===== src/rtl/reg_scoreboard_pkg.sv =====
// Shared widths and counter types for the register-file write scoreboard.
// Pure declarations: no latency, no flow control.
package reg_scoreboard_pkg;

    localparam int DEF_ADDR_WIDTH = 5;
    localparam int DEF_CNT_WIDTH  = 2;

    typedef logic [DEF_CNT_WIDTH-1:0] cnt_t;

    localparam cnt_t CNT_MAX = '1;

endpackage


===== src/rtl/reg_scoreboard_if.sv =====
// Issue/writeback/operand-query bundle between pipeline control and the scoreboard.
// Wires only: no latency, issue_ready is the sole backpressure signal.
interface reg_scoreboard_if
    import reg_scoreboard_pkg::*;
#(
    parameter int ADDR_WIDTH = DEF_ADDR_WIDTH
);
    localparam int NUM_REGS = 2**ADDR_WIDTH;

    logic                  issue_valid;
    logic [ADDR_WIDTH-1:0] issue_rd;
    logic                  issue_ready;
    logic                  wb_valid;
    logic [ADDR_WIDTH-1:0] wb_rd;
    logic [ADDR_WIDTH-1:0] rs1;
    logic [ADDR_WIDTH-1:0] rs2;
    logic                  rs1_busy;
    logic                  rs2_busy;
    logic [NUM_REGS-1:0]   busy_vec;
    logic                  underflow_err;

    modport master (
        output issue_valid, issue_rd, wb_valid, wb_rd, rs1, rs2,
        input  issue_ready, rs1_busy, rs2_busy, busy_vec, underflow_err
    );

    modport slave (
        input  issue_valid, issue_rd, wb_valid, wb_rd, rs1, rs2,
        output issue_ready, rs1_busy, rs2_busy, busy_vec, underflow_err
    );

endinterface


===== src/rtl/reg_scoreboard_onehot_decoder.sv =====
// Binary index to one-hot vector, gated by an enable.
// Combinational, zero latency; no flow control.
module onehot_decoder #(
    parameter int WIDTH = 5
) (
    input  logic                  en_i,
    input  logic [WIDTH-1:0]      idx_i,
    output logic [2**WIDTH-1:0]   onehot_o
);

    always_comb begin
        onehot_o = '0;
        if (en_i) begin
            onehot_o[idx_i] = 1'b1;
        end
    end

endmodule


===== src/rtl/reg_scoreboard.sv =====
// Per-register pending-write counters; busy/hazard view 1 cycle after issue/writeback, queries are combinational.
// Refuses issue (issue_ready=0) to a saturated register unless it retires the same cycle. Macro: SCOREBOARD_WB_BYPASS_EN.
module reg_scoreboard
    import reg_scoreboard_pkg::*;
#(
    parameter int ADDR_WIDTH = DEF_ADDR_WIDTH,
    parameter int CNT_WIDTH  = DEF_CNT_WIDTH,
    parameter int ZERO_REG   = 1
) (
    input  logic              clk,
    input  logic              reset_n,
    reg_scoreboard_if.slave   sb
);

    localparam int                   NUM_REGS = 2**ADDR_WIDTH;
    localparam logic [CNT_WIDTH-1:0] CMAX     = '1;
    localparam logic [CNT_WIDTH-1:0] CONE     = CNT_WIDTH'(1);

    logic [CNT_WIDTH-1:0] cnt_q [NUM_REGS];
    logic [CNT_WIDTH-1:0] cnt_d [NUM_REGS];
    logic                 err_q;
    logic                 err_d;

    logic [NUM_REGS-1:0] track;
    logic [NUM_REGS-1:0] inc_raw;
    logic [NUM_REGS-1:0] dec_raw;
    logic [NUM_REGS-1:0] inc_oh;
    logic [NUM_REGS-1:0] dec_oh;
    logic [NUM_REGS-1:0] busy;
    logic                rd_zero;
    logic                same_rd;
    logic                issue_ok;
    logic                byp1;
    logic                byp2;

    always_comb begin
        track = '1;
        if (ZERO_REG != 0) begin
            track[0] = 1'b0;
        end
    end

    // A saturated register still accepts an issue when it retires in the same cycle.
    assign rd_zero        = (ZERO_REG != 0) && (sb.issue_rd == '0);
    assign same_rd        = sb.wb_valid && (sb.wb_rd == sb.issue_rd);
    assign sb.issue_ready = rd_zero || (cnt_q[sb.issue_rd] != CMAX) || same_rd;
    assign issue_ok       = sb.issue_valid && sb.issue_ready;

    onehot_decoder #(.WIDTH(ADDR_WIDTH)) u_issue_dec (
        .en_i     (issue_ok),
        .idx_i    (sb.issue_rd),
        .onehot_o (inc_raw)
    );

    onehot_decoder #(.WIDTH(ADDR_WIDTH)) u_wb_dec (
        .en_i     (sb.wb_valid),
        .idx_i    (sb.wb_rd),
        .onehot_o (dec_raw)
    );

    assign inc_oh = inc_raw & track;
    assign dec_oh = dec_raw & track;

    always_comb begin
        err_d = err_q;
        for (int i = 0; i < NUM_REGS; i++) begin
            cnt_d[i] = cnt_q[i];
            busy[i]  = (cnt_q[i] != '0);
            if (inc_oh[i] && !dec_oh[i]) begin
                cnt_d[i] = cnt_q[i] + CONE;
            end else if (dec_oh[i] && !inc_oh[i]) begin
                if (cnt_q[i] == '0) begin
                    err_d = 1'b1;
                end else begin
                    cnt_d[i] = cnt_q[i] - CONE;
                end
            end
        end
    end

`ifdef SCOREBOARD_WB_BYPASS_EN
    // Last pending write retiring now can be forwarded, so the reader need not stall.
    assign byp1 = sb.wb_valid && (sb.wb_rd == sb.rs1) && (cnt_q[sb.rs1] == CONE) && !inc_oh[sb.rs1];
    assign byp2 = sb.wb_valid && (sb.wb_rd == sb.rs2) && (cnt_q[sb.rs2] == CONE) && !inc_oh[sb.rs2];
`else
    assign byp1 = 1'b0;
    assign byp2 = 1'b0;
`endif

    assign sb.rs1_busy      = busy[sb.rs1] && !byp1;
    assign sb.rs2_busy      = busy[sb.rs2] && !byp2;
    assign sb.busy_vec      = busy & track;
    assign sb.underflow_err = err_q;

    always_ff @(posedge clk) begin
        if (!reset_n) begin
            for (int i = 0; i < NUM_REGS; i++) begin
                cnt_q[i] <= '0;
            end
            err_q <= 1'b0;
        end else begin
            cnt_q <= cnt_d;
            err_q <= err_d;
        end
    end

endmodule

===== src/flat_wrapper.sv =====
// flat-port wrapper written by rule: the top's interface ports become plain ports
module reg_scoreboard_flat import reg_scoreboard_pkg::*;
#(
    parameter int ADDR_WIDTH = DEF_ADDR_WIDTH,
    parameter int CNT_WIDTH  = DEF_CNT_WIDTH,
    parameter int ZERO_REG   = 1
)
  (clk, reset_n, sb_issue_valid, sb_issue_rd, sb_wb_valid, sb_wb_rd, sb_rs1, sb_rs2, sb_issue_ready, sb_rs1_busy, sb_rs2_busy, sb_busy_vec, sb_underflow_err);
  reg_scoreboard_if #(.ADDR_WIDTH(ADDR_WIDTH)) sb_i ();
  input  logic clk;
  input  logic reset_n;
  input wire logic [$bits(sb_i.issue_valid)-1:0] sb_issue_valid;
  input wire logic [$bits(sb_i.issue_rd)-1:0] sb_issue_rd;
  input wire logic [$bits(sb_i.wb_valid)-1:0] sb_wb_valid;
  input wire logic [$bits(sb_i.wb_rd)-1:0] sb_wb_rd;
  input wire logic [$bits(sb_i.rs1)-1:0] sb_rs1;
  input wire logic [$bits(sb_i.rs2)-1:0] sb_rs2;
  output wire logic [$bits(sb_i.issue_ready)-1:0] sb_issue_ready;
  output wire logic [$bits(sb_i.rs1_busy)-1:0] sb_rs1_busy;
  output wire logic [$bits(sb_i.rs2_busy)-1:0] sb_rs2_busy;
  output wire logic [$bits(sb_i.busy_vec)-1:0] sb_busy_vec;
  output wire logic [$bits(sb_i.underflow_err)-1:0] sb_underflow_err;
  assign sb_i.issue_valid = sb_issue_valid;
  assign sb_i.issue_rd = sb_issue_rd;
  assign sb_i.wb_valid = sb_wb_valid;
  assign sb_i.wb_rd = sb_wb_rd;
  assign sb_i.rs1 = sb_rs1;
  assign sb_i.rs2 = sb_rs2;
  assign sb_issue_ready = sb_i.issue_ready;
  assign sb_rs1_busy = sb_i.rs1_busy;
  assign sb_rs2_busy = sb_i.rs2_busy;
  assign sb_busy_vec = sb_i.busy_vec;
  assign sb_underflow_err = sb_i.underflow_err;
  reg_scoreboard #(.ADDR_WIDTH(ADDR_WIDTH), .CNT_WIDTH(CNT_WIDTH), .ZERO_REG(ZERO_REG)) u_core (.clk(clk), .reset_n(reset_n), .sb(sb_i));
endmodule

===== config.mk =====
export PLATFORM = sky130hd
export DESIGN_NAME = reg_scoreboard_flat
export DESIGN_NICKNAME = d
export VERILOG_FILES = /design/src/rtl/reg_scoreboard_pkg.sv /design/src/rtl/reg_scoreboard_if.sv /design/src/rtl/reg_scoreboard_onehot_decoder.sv /design/src/rtl/reg_scoreboard.sv /design/src/flat_wrapper.sv
export SDC_FILE = /design/constraint.sdc
export NUM_CORES = 1
export LEC_CHECK = 0
export ABC_AREA = 1
export BUFFER_PORTS_ARGS = -buffer_cell sky130_fd_sc_hd__clkbuf_2
export CAP_MARGIN = 20
export CORE_MARGIN = 1
export CORE_UTILIZATION = 45
export CTS_CLUSTER_SIZE = 10
export DETAILED_ROUTE_END_ITERATION = 8
export GPL_ROUTABILITY_DRIVEN = 0
export PLACE_DENSITY = 0.66
export SLEW_MARGIN = 0
export SYNTH_ARGS = -nofsm -noshare
export SYNTH_HDL_FRONTEND = slang
export SYNTH_SLANG_ARGS = --single-unit

===== constraint.sdc =====
create_clock -name clk -period 6.3 [get_ports clk]
set_input_delay 0.315 -clock clk [delete_from_list [all_inputs] [get_ports clk]]
set_output_delay 0.315 -clock clk [all_outputs]
set_load 0.1 [all_outputs]

==> flow_summary_export.csv <==
group,metric,value,unit
yosys,synth_seq_cells,63,
job,max_cap_viol_count,0,
floorplan,die_w,121,um
drt,drc,0,
grt,antenna_found_initial,1,
critical_path,critPathRequiredTime,6.49,ns
grt,grt_pass1_vias,6413,
yosys,async_flop_share,0,%
critical_path,cp-start-kind,"primary input",
drt,via_count,7095,
grt,grt_max_degree,31,
cts,clk_path_buf_depth,2,
yosys,synth_edf_count,0,
yosys,syn_nets,1185,
sta,hold_slack,0.492,ns
placed_design,place_ws,2.57,ns
drt,wl_per_cell,16.4,um
floorplan,core-area,13500,um2
cts,post_cts_resized,0,
critical_path,worstSetupPathType,"in -> reg",
floorplan,initial_utilization,47.0,%
cts,cts_tree,"built",
pwr,pwr-share-comb,15.0,%
pwr,clkPwrFrac,45.7,%
cts,cts_hold_buf,0,
yosys,netlist_area,6320,um2
critical_path,end_kind,"register",
sta,grt_setup_unrepaired,"no",
pwr,powerDensity,146,nW/um2
sta,finalHoldViolCount,0,
sta,worst_pin_slew,0.858,ns
critical_path,endpoint,"u_core.cnt_q[31]$_SDFFE_PN0P_",
critical_path,r2r_end,"u_core.cnt_q[31]$_SDFFE_PN0P_",
sta,clock.fmax,290,MHz
grt,grt_usage,31.3,%
placed_design,numPortBuffers,58,
yosys,ys_top_cells_by_area,"dfxtp_1 20%, nand2_1 17%, ha_1 12%",
yosys,synthFlopType,"dfxtp_1",
critical_path,rr_startpoint,"u_core.cnt_q[2]$_SDFFE_PN0P_",
yosys,yosysTopAreaCell,"dfxtp_1",
yosys,synth_warnings,0,
final_layout,nNetsFinal,1230,
final_layout,drive_gt1_share,8.97,%
cts,cts_setup_buffers,0,
sta,fin_crit,3.45,ns
cts,cts_root_buf,"clkbuf_16",
pwr,finalPower,0.00102,W
sta,relSlewSlack,42.7,%
sta,final.setup.tns,0,ns
final_layout,utilization,51.9,%
cts,numCtsBuffers,9,
yosys,synth-seq-area-share,20.0,%
critical_path,crit_start,"sb_issue_rd[1]",
drt,drtIter0Drc,824,
yosys,avgSynthCellArea,5.75,um2
cts,clkTransAtPathRegs,0.06,ns
critical_path,ff2ff_path_depth,17,
pwr,p_leak,3.24,nW
critical_path,path_max_fanout,21,
pwr,p_int,0.000706,W
placed_design,dpl.hpwl,16800,um
sta,post-route-period-util,54.7,%
cts,insertion_delay,0.35,ns
critical_path,rrSetupSlack,3.18,ns
final_layout,final_common_cell,"nand2_1",
pwr,power_switching,0.000313,W
cts,htree_levels,3,
final_layout,mostFrequentLayoutCells,"288 x nand2_1, 202 x nor2_1, 193 x inv_1, 63 x dfxtp_1, 62 x ha_1",
drt,finalWirelength,21700,um
final_layout,area_growth_syn_to_layout,10.4,%
sta,setup_violations,0,
pwr,max-vdd-ir-drop,0.147,mV
sta,fin_skew,0.00649,ns
outcome,status,"finished clean",
cts,cts.sinks,63,
grt,grt_pass1_wl,34300,um
floorplan,pin_count,60,
hold_path,holdCritPathClass,"reg -> reg",
pwr,p_seq_share,39.4,%
drt,drt_pass1_iterations,6,
yosys,synthCells,1099,
sta,fin_ws,2.85,ns
sta,drv_slew,0,
floorplan,die_h,121,um
floorplan,rows,42,
floorplan,die_area,14500,um2
critical_path,worstPathArrival,3.63,ns
drt,viasPerCell,5.35,
final_layout,fillerInstances,1458,
grt,grt_overflow_total,0,
yosys,synth.top_cell.area_share,20.0,%
drt,postRouteAntennaNets,0,
yosys,ys_types,30,
pwr,switching_share,30.7,%
==> cell type report <==
cell class	count	area [um2]	share of cell area [%]
Clock buffer	11	243	3.48
Clock inverter	4	22.5	0.323
Antenna cell	1	2.50	0.0358
Multi-Input combinational cell	811	4180	59.9
Tap cell	176	220	3.15
Timing Repair Buffer	60	305	4.37
Sequential cell	63	1260	18.1
Inverter	199	747	10.7
==> state kept, by name (all words and copies together) (netlist names) <==
name	count
u_core.sb.underflow_err	1
u_core.cnt_q	62
==> how the worst min path moves through the flow <==
stage | from | to | cells after the start
2_1_floorplan | u_core.cnt_q[19]$_SDFFE_PN0P_ | u_core.cnt_q[19]$_SDFFE_PN0P_ | 2
3_3_place_gp | u_core.cnt_q[46]$_SDFFE_PN0P_ | u_core.cnt_q[46]$_SDFFE_PN0P_ | 2
3_5_place_dp | u_core.cnt_q[46]$_SDFFE_PN0P_ | u_core.cnt_q[46]$_SDFFE_PN0P_ | 2
4_1_cts | u_core.cnt_q[46]$_SDFFE_PN0P_ | u_core.cnt_q[46]$_SDFFE_PN0P_ | 2
5_1_grt | u_core.cnt_q[46]$_SDFFE_PN0P_ | u_core.cnt_q[46]$_SDFFE_PN0P_ | 2
6_report | u_core.cnt_q[46]$_SDFFE_PN0P_ | u_core.cnt_q[46]$_SDFFE_PN0P_ | 2
==> synth_stat cells (2+ instances only) <==
| cell | count |
|---|---|
| nand2_1 | 288 |
| nor2_1 | 202 |
| inv_1 | 193 |
| dfxtp_1 | 63 |
| ha_1 | 62 |
| nand3_1 | 46 |
| a211oi_1 | 44 |
| nor3_1 | 35 |
| a21oi_1 | 33 |
| o21ai_0 | 29 |
| nand4_1 | 20 |
| o211ai_1 | 18 |
| or2_2 | 12 |
| clkbuf_1 | 11 |
| buf_2 | 8 |
| nor3_2 | 7 |
| inv_2 | 6 |
| buf_4 | 5 |
| o22ai_1 | 4 |
| maj3_1 | 2 |
| nand3_2 | 2 |
==> layer usage <==
layer | vias up | GRT usage (%) | part of all wire (%)
met4 | 0 | 11.5 | 3.1
met2 | 292 | 48.5 | 43
met5 | - | 0 | 0
li1 | 3568 | - | -
met1 | 3188 | 41.1 | 44
met3 | 47 | 8.87 | 9.3
==> cells by family after synthesis <==
logic type                 after synthesis  synth area share [%]
AOI/OAI and AO/OA                      132                  13.2
adders and majority gates               64                  12.6
buffers and inverters                  225                  13.9
DFF                                     63                  20.0
other                                    1                0.0593
and+or+nand+nor                        614                  40.3
==> power groups by stage <==
stage	combinational [W]	clock (W)	sequential [W]
CTS	0.000148	0.000475	0.000401
detailed placement	0.000148	0	0.000409
finish	0.000152	0.000465	0.000401
global placement	0.000147	0	0.000409
floorplan	0.0000949	0	0.000416
global route	0.000163	0.000494	0.000401
==> metrics by stage <==
| stage | instance area, um2 | instances |
|---|---|---|
| after floorplan | 6320 | 1099 |
| after global routing | 6980 | 1325 |
| after CTS | 6980 | 1324 |
| final | 6980 | 1325 |
| after detailed placement | 6710 | 1309 |
| after global placement | 6710 | 1309 |
==> critical path, cell delays in order <==
cell      delay (ns)
clkbuf_2        0.37
inv_2           0.24
nor2_2          0.40
nand2_1         0.09
nand3_1         0.09
nand2_1         0.05
nand2_1         0.07
nor2_1          0.04
nand2_1         0.06
nand3_2         0.34
nand2_2         0.51
nor2_1          0.12
inv_1           0.08
ha_1            0.26
nor2_1          0.18
nand2_1         0.09
a211oi_1        0.24
a211oi_1        0.08
Note: power is estimated with default switching activity, not from simulation.
